===== src/rtl/sipo_frame_ctrl.sv =====
// Serial-in/parallel-out word assembler gated by a frame level, with a one-word output buffer.
// Latency: a completed word appears on out_data/out_valid one cycle after its last bit is accepted.
// Backpressure: out_valid/out_ready handshake; a word completing while the buffer is held is dropped and flagged by overrun.
module sipo_frame_ctrl #(
    parameter int WIDTH     = 8,
    parameter bit MSB_FIRST = 1'b1
) (
    input  logic                     clk,
    input  logic                     rst,
    input  logic                     frame,
    input  logic                     sin_valid,
    input  logic                     sin_data,
    output logic [WIDTH-1:0]         out_data,
    output logic                     out_valid,
    input  logic                     out_ready,
    output logic [$clog2(WIDTH)-1:0] bit_cnt,
    output logic                     busy,
    output logic                     overrun,
    output logic                     short_frame
);
    localparam int CW = $clog2(WIDTH);

    typedef enum logic {IDLE, ACTIVE} state_t;

    state_t           state, state_nxt;
    logic [WIDTH-1:0] shreg;
    logic [WIDTH-1:0] word_next;
    logic             accept;
    logic             last_bit;
    logic             word_done;
    logic             buf_free;
    logic             partial_drop;

    assign accept       = frame && sin_valid;
    assign last_bit     = (bit_cnt == CW'(WIDTH - 1));
    assign word_done    = accept && last_bit;
    assign buf_free     = !out_valid || out_ready;
    assign partial_drop = !frame && (bit_cnt != '0);

    // Shift register contents plus the bit arriving this cycle
    assign word_next = MSB_FIRST ? {shreg[WIDTH-2:0], sin_data}
                                 : {sin_data, shreg[WIDTH-1:1]};

    always_ff @(posedge clk) begin
        if (rst) begin
            state <= IDLE;
        end else begin
            state <= state_nxt;
        end
    end

    always_comb begin
        state_nxt = state;
        case (state)
            IDLE:    if (accept) state_nxt = ACTIVE;
            ACTIVE:  if (!frame) state_nxt = IDLE;
            default: state_nxt = IDLE;
        endcase
    end

    assign busy = (state == ACTIVE);

    always_ff @(posedge clk) begin
        if (rst) begin
            shreg       <= '0;
            bit_cnt     <= '0;
            out_data    <= '0;
            out_valid   <= 1'b0;
            overrun     <= 1'b0;
            short_frame <= 1'b0;
        end else begin
            overrun     <= word_done && !buf_free;
            short_frame <= partial_drop;

            if (accept) begin
                shreg   <= word_next;
                bit_cnt <= last_bit ? '0 : bit_cnt + CW'(1);
            end else if (partial_drop) begin
                shreg   <= '0;
                bit_cnt <= '0;
            end

            // Loading has priority over draining so a same-cycle swap keeps out_valid high
            if (word_done && buf_free) begin
                out_data  <= word_next;
                out_valid <= 1'b1;
            end else if (out_valid && out_ready) begin
                out_valid <= 1'b0;
            end
        end
    end
endmodule


===== config.mk =====
export PLATFORM = sky130hd
export DESIGN_NAME = sipo_frame_ctrl
export DESIGN_NICKNAME = d
export VERILOG_FILES = /design/src/rtl/sipo_frame_ctrl.sv
export SDC_FILE = /design/constraint.sdc
export NUM_CORES = 1
export LEC_CHECK = 0
export BUFFER_PORTS_ARGS = -buffer_cell sky130_fd_sc_hd__buf_4
export CORE_MARGIN = 5
export CORE_UTILIZATION = 46
export CTS_BUF_LIST = sky130_fd_sc_hd__clkbuf_4
export CTS_CLUSTER_SIZE = 40
export DETAILED_ROUTE_END_ITERATION = 12
export GPL_TIMING_DRIVEN = 1
export HOLD_SLACK_MARGIN = 0.06
export PLACE_DENSITY = 0.7
export SLEW_MARGIN = 20
export SYNTH_ARGS = -nofsm -noshare
export SYNTH_HDL_FRONTEND = slang
export SYNTH_SLANG_ARGS = --single-unit

===== constraint.sdc =====
create_clock -name clk -period 1.67 [get_ports clk]
set_input_delay 0.2505 -clock clk [delete_from_list [all_inputs] [get_ports clk]]
set_output_delay 0.2505 -clock clk [all_outputs]
set_load 0.05 [all_outputs]

; ---- Word-level counts from Yosys, hierarchy flattened
; Index checks and enable logic that the tools add are counted.
[op_classes]
addsub = 1
multipliers = 0
div = 0
magnitude_cmp = 0
eq_ne = 1
shift = 0
n_mux = 10
n_bitwise = 1
n_reduce_logical = 13
[ops]
columns = operator, n
row1 = $mux W7, 2
row2 = $mux W3, 3
row3 = $logic_and A1 B1 Y1, 6
row4 = $mux W1, 4
row5 = $reduce_bool A2 Y1, 2
row6 = $add A3 B1 Y3 const B, 1
row7 = $eq A3 B3 Y1 const B, 1
row8 = $logic_not A1 Y1, 3
row9 = $reduce_bool A3 Y1, 1
row10 = $pmux W1 S2, 1
row11 = $logic_or A1 B1 Y1, 1
row12 = $not A1 Y1, 1
[word_totals]
ff_bits = 22
latchBits = 0
mem_bits_rw = 0
romBits = 0
output_inout_bits = 15
n_memories = 0

; ---- Longest topological paths before layout
; Gate-level depths: netlist of the first run.
[depth]
depth_word = 4
mapped_depth = 6
ltp_nobuf = 5

; ---- Worst setup path after synthesis of the first run
; OpenSTA, ideal clock, no wires.
[synth_timing]
kind = reg-to-reg
startpoint = reg bit_cnt[0]
endpoint = reg shreg[0]
arrival_time_ps = 1563
slack_ps = -27
path_stages_with_launch = 6
path_buffers = 0
synth_period_minus_slack_ps = 1697
cell_sequence = dfxtp_1 -> inv_1 -> ha_1 -> nor2b_1 -> mux2i_2 -> o22ai_1
[synth_between]
elab_chain_cells = 3
[synth_rtl]
columns = element, line_no
row1 = start: declaration, 16  ; output logic [$clog2(WIDTH)-1:0] bit_cnt,
row2 = start signal: assignment, 77  ; bit_cnt <= last_bit ? '0 : bit_cnt + CW'(1);
row3 = $reduce_bool A3 Y1, 38  ; assign partial_drop = !frame && (bit_cnt != '0);
row4 = $logic_and A1 B1 Y1, 38
row5 = $reduce_bool A2 Y1 (no line), n/a
row6 = end signal: assignment, 76  ; shreg <= word_next;
row7 = end: declaration, 26  ; logic [WIDTH-1:0] shreg;
; No other way between the ends.
; A chain may end at the register's enable or synchronous reset.

; ---- Worst setup path in the final report of the first run
[layout_timing]
startpoint = reg bit_cnt[1]
endpoint = reg shreg[6]
; The elaborated chain is that of the path after synthesis.

==> qor.csv, run 1 <==
metric;value;unit
synth_edf_count;0;
rows;15;
post-route-drc-count;0;
drive_gt1_share;27.5;%
dpl.hpwl;1060;µm
drtPass1Iterations;4;
ys_warn_count;0;
fillers;160;
grt.total_usage;12.5;%
die_h;52.9;µm
vdd_drop_max;0.536;mV
final.setup.tns;0;ns
viasPerCell;4.94;
power_density;942;mW/mm²
path_class;flop to flop;
grt_max_degree;25;
clockBufferDepth;2;
ys_top_cells_by_count;22 x dfxtp_1, 20 x nand2b_1, 9 x mux2i_1;
grt_pass1_wl;2500;µm
cts_buffers;3;
synthDominantCellAreaShare;51.9;%
clkLatencyLatePin;0.30;ns
crit_path_end_kind;flop;
io_buffers;20;
syn_area;848;µm²
ys_ff_latch;22;
post_cts.repair.setup_buffers;0;
power_leakage;0.489;nW
ant_nets;0;
fin_util;61.4;%
place_area;0.00102;mm²
syn_area_per_cell;10.6;µm²
final_nets;112;
start_util;48.6;%
worstPathRequired;1.84;ns
rsz0062_at_grt;no;
status;complete, no violations;
fin_area;0.00107;mm²
synth.yosys.seq_area_share;51.9;%
synth_ff_type;dfxtp_1;
maxSlewHeadroom;66.9;%
cts_root_buf;clkbuf_4;
max_clock_freq;688;MHz
regArea;442;µm²
cts_sinks;22;
ys_async_sr_fraction;0;%
synth.area.top_cells;dfxtp_1 52%, nand2b_1 15%, mux2i_1 11%;
path_max_fanout;9;
min_path_type;input port to flop;
cp-start-kind;flop;
cts_hold_buffers;0;
multi_input_area;378;µm²
grt_pass1_vias;605;
cts_resized;0;
synth_cells;80;
synth_most_common_cell;dfxtp_1;
area_growth;26.4;%
max_cap_viol_count;0;
route.vias.total;627;
hold_violations;0;
fin_worst_skew;0.0102;ns
setup_viol;0;
yosys.area.top_type;dfxtp_1;
die_width;52.9;µm
diodes;0;
detail_route.wirelength;1480;µm
htreeDepth;1;
core;0.00175;mm²
overflow;0;
finalWeightedCongestion;0.760;
dieArea;0.00280;mm²
drt_iter0_markers;11;
worst_pin_slew;0.487;ns
period_share;87.0;%
cts_tree;built;
wire_per_inst;11.6;µm
slew_viol_final;0;
path_clk_slew;0.11;ns
ios;21;
antenna_found_initial;0;
synth_nets;89;
synth_cell_type_count;18;
fin_crit;1.45;ns
cp.arrival;1.63;ns
==> metal layers <==
| metal | global-route usage [%] | wire length [µm] | vias to the layer above |
|---|---|---|---|
| li1 | - | - | 323 |
| met1 | 14.4 | 690 | 287 |
| met2 | 20.2 | 693 | 15 |
| met3 | 2.82 | 78 | 2 |
| met4 | 8.94 | 17 | 0 |
| met5 | 0 | 0 | - |
==> power by group <==
| group | internal, mW | total [mW] | switching (mW) | leakage (nW) |
|---|---|---|---|---|
| clock | 0.243 | 0.396 | 0.153 | 0.0279 |
| combinational | 0.0315 | 0.0793 | 0.0478 | 0.283 |
| sequential | 0.531 | 0.535 | 0.00365 | 0.178 |
==> cell families after synthesis <==
kind of cell             after synthesis  share of synthesized area [%]
AO/OA/AOI/OAI                         10                           7.67
adder cells (fa/ha/maj)                3                           4.43
buffers and inverters                  6                           3.54
flip-flops                            22                           51.9
multiplexers                          10                           12.2
AND/OR/NAND/NOR                       29                           20.2
==> final timing paths <==
path / start / to / slack (ns) / cells past startpoint
worst max-delay path: bit_cnt[1] / shreg[6] / 0.22 / 5
worst min-delay path: frame / short_frame / 0.18 / 2
worst max register to register: bit_cnt[1] / shreg[6] / 0.22 / 5
worst min register to register: out_data[7] / out_data[7] / 0.48 / 2
==> state kept, by name, summed over array words and instances, names as in the netlist <==
register and cells:
out_data 8, shreg 7, bit_cnt 3, busy 1, out_valid 1, overrun 1, short_frame 1
==> worst max-delay path: stages, from the launching register on <==
cell	delay (ns)
dfxtp_1	0.37
inv_1	0.07
ha_1	0.17
nor2b_1	0.14
mux2i_2	0.41
o22ai_1	0.17
==> stage by stage <==
stage	worst slack [ns]	power (mW)	hold WS [ns]	instances
after floorplan	0.00402	0.598	0.330	80
after detailed placement	0.236	0.626	0.462	123
after CTS	0.210	1.02	0.166	127
after global routing	0.0800	1.05	0.169	127
after global placement	0.276	0.624	0.448	123
final	0.217	1.01	0.176	127
==> cells in the final DEF (no fill, tap or decap), types with 2 or more instances in the layout <==
| master | n |
|---|---|
| inv_1 | 3 |
| nand2b_1 | 20 |
| buf_4 | 21 |
| ha_1 | 3 |
| clkbuf_4 | 3 |
| nor2_1 | 3 |
| mux2i_1 | 9 |
| o22ai_1 | 7 |
| dfxtp_1 | 21 |
| nor3_1 | 2 |
==> layout make-up <==
class                   count  area share [%]
clock inverters             1            2.80
flip-flops and latches     22            41.2
multi-input cells          52            35.2
well taps                  25            2.92
inverters                   3            1.05
clock buffers               3            2.10
repair buffers             21            14.7
Note: power is estimated with default switching activity, not from simulation.
==> run 2, diff against run 1 <==
--- a/config.mk
+++ b/config.mk
@@ -5,7 +5,7 @@
 export SDC_FILE = /design/constraint.sdc
 export NUM_CORES = 1
 export LEC_CHECK = 0
-export BUFFER_PORTS_ARGS = -buffer_cell sky130_fd_sc_hd__buf_4
+export BUFFER_PORTS_ARGS = -buffer_cell sky130_fd_sc_hd__buf_2
 export CORE_MARGIN = 5
 export CORE_UTILIZATION = 46
 export CTS_BUF_LIST = sky130_fd_sc_hd__clkbuf_4
@@ -13,7 +13,7 @@
 export DETAILED_ROUTE_END_ITERATION = 12
 export GPL_TIMING_DRIVEN = 1
 export HOLD_SLACK_MARGIN = 0.06
-export PLACE_DENSITY = 0.7
+export PLACE_DENSITY = 0.69
 export SLEW_MARGIN = 20
 export SYNTH_ARGS = -nofsm -noshare
 export SYNTH_HDL_FRONTEND = slang
==> run 2 against run 1 <==
Effect of this change: sequential share of layout area rose by 1.7 points; first-iteration DRC count fell by 36%; critical path depth rose by 1; combinational power fell by 2.6%; hold slack improved by 0.037 ns; wire length rose by 2.3%; die area did not move.
==> qor.csv, run 2 (same netlist as run 1, synthesis figures left out) <==
metric;value;unit;change
power;1.01;mW;about the same
grt_pass1_vias;545;;-9.9%
wire_per_inst;11.8;µm;+1.5%
dieArea;0.00280;mm²;unchanged
largest_reg_flops;8;;unchanged
cts_resized;0;;unchanged
ios;21;;unchanged
viasPerCell;4.73;;-4.1%
setup_viol;0;;unchanged
maxSlewHeadroom;78.4;%;+11 points
cp-start-kind;flop;;
grt.total_usage;12.3;%;-0.20 points
status;complete, no violations;;
cts_hold_buffers;0;;unchanged
final_nets;113;;+0.89%
regMostFlops;out_data;;
die_width;52.9;µm;unchanged
cts_buffers;3;;unchanged
worstPathRequired;1.91;ns;+0.07 ns
rsz0062_at_grt;no;;
fin_crit;1.41;ns;-0.0397 ns
power_leakage;0.491;nW;+0.42%
io_buffers;20;;unchanged
fillers;171;;+6.9%
min_path_type;input port to flop;;
fin_area;0.00103;mm²;-4.0%
rows;15;;unchanged
ant_nets;0;;unchanged
fin_worst_skew;0.00835;ns;-0.00183 ns
clockBufferDepth;2;;unchanged
antenna_found_initial;0;;unchanged
final_cell_mix;21 x dfxtp_1, 20 x nand2b_1, 20 x buf_2;;
period_share;84.6;%;-2.4 points
clkLatencyLatePin;0.30;ns;about the same
diodes;0;;unchanged
cts_root_buf;clkbuf_4;;
start_util;48.6;%;unchanged
drive_gt1_share;28.2;%;+0.70 points
die_h;52.9;µm;unchanged
route.vias.total;606;;-3.3%
path_max_fanout;8;;-1
htreeDepth;1;;unchanged
power_density;981;mW/mm²;+4.2%
worst_pin_slew;0.325;ns;-0.162 ns
dpl.cell_count;124;;+0.81%
cts_tree;built;;
path_class;flop to flop;;
place_area;977;µm²;-4.2%
dpl.hpwl;1090;µm;+3.0%
post-route-drc-count;0;;unchanged
crit_path_end_kind;flop;;
final_common_cell;dfxtp_1;;
hold_violations;0;;unchanged
fin_cells;128;;+0.79%
cp.arrival;1.65;ns;+0.02 ns
max_cap_viol_count;0;;unchanged
max_clock_freq;708;MHz;+2.8%
holdWs;0.213;ns;+0.0371 ns
finalWeightedCongestion;0.729;;-4.1%
grt_pass1_wl;2440;µm;-2.5%
slew_viol_final;0;;unchanged
reg.largest.list;out_data (8), shreg (7), bit_cnt (3);;
post_cts.repair.setup_buffers;0;;unchanged
grt_max_degree;25;;unchanged
final.setup.tns;0;ns;unchanged
cts_sinks;22;;unchanged
setup_slack;0.257;ns;+0.0397 ns
r2r_slack;0.26;ns;+0.04 ns
core;0.00175;mm²;unchanged
fin_util;59.0;%;-2.4 points
drt_iter0_markers;7;;-4
area_growth;21.4;%;
path_clk_slew;0.12;ns;about the same
vdd_drop_max;0.896;mV;+67%
detail_route.wirelength;1510;µm;+2.3%
drtPass1Iterations;4;;unchanged
pre_cts_slack;0.266;ns;+0.0296 ns
overflow;0;;unchanged
-- run 2: path summary, 6_finish.rpt --
kind,start,endpoint,depth (start not counted)
setup / recovery,bit_cnt[0],out_data[2],6
hold / removal,frame,short_frame,2
setup reg to reg,bit_cnt[0],out_data[2],6
hold reg to reg,busy,busy,2
-- run 2: power by group --
| group | internal (mW) | switching [mW] |
|---|---|---|
| Sequential | 0.531 | 0.00328 |
| Combinational | 0.0283 | 0.0488 |
| Clock | 0.243 | 0.156 |
-- run 2: per-layer routing --
metal	wire, µm	track usage (%)
met1	725	15.0
met2	722	19.0
met3	49	3.38
met4	14	7.66
met5	0	0
-- run 2: area by class of cell --
cell class | count | area, µm² | area share, %
inverter | 3 | 11.3 | 1.09
tap | 25 | 31.3 | 3.04
multi-input combinational | 52 | 378 | 36.7
clock buffer | 3 | 22.5 | 2.19
sequential | 22 | 442 | 42.9
clock inverter | 1 | 30.0 | 2.92
timing repair buffer | 22 | 115 | 11.2
-- run 2: worst max-delay path, stage by stage (launching register included) --
cell	delay (ns)
dfxtp_2	0.35
ha_1	0.19
ha_1	0.19
nand3_1	0.11
nand2b_1	0.11
buf_4	0.18
mux2i_1	0.21
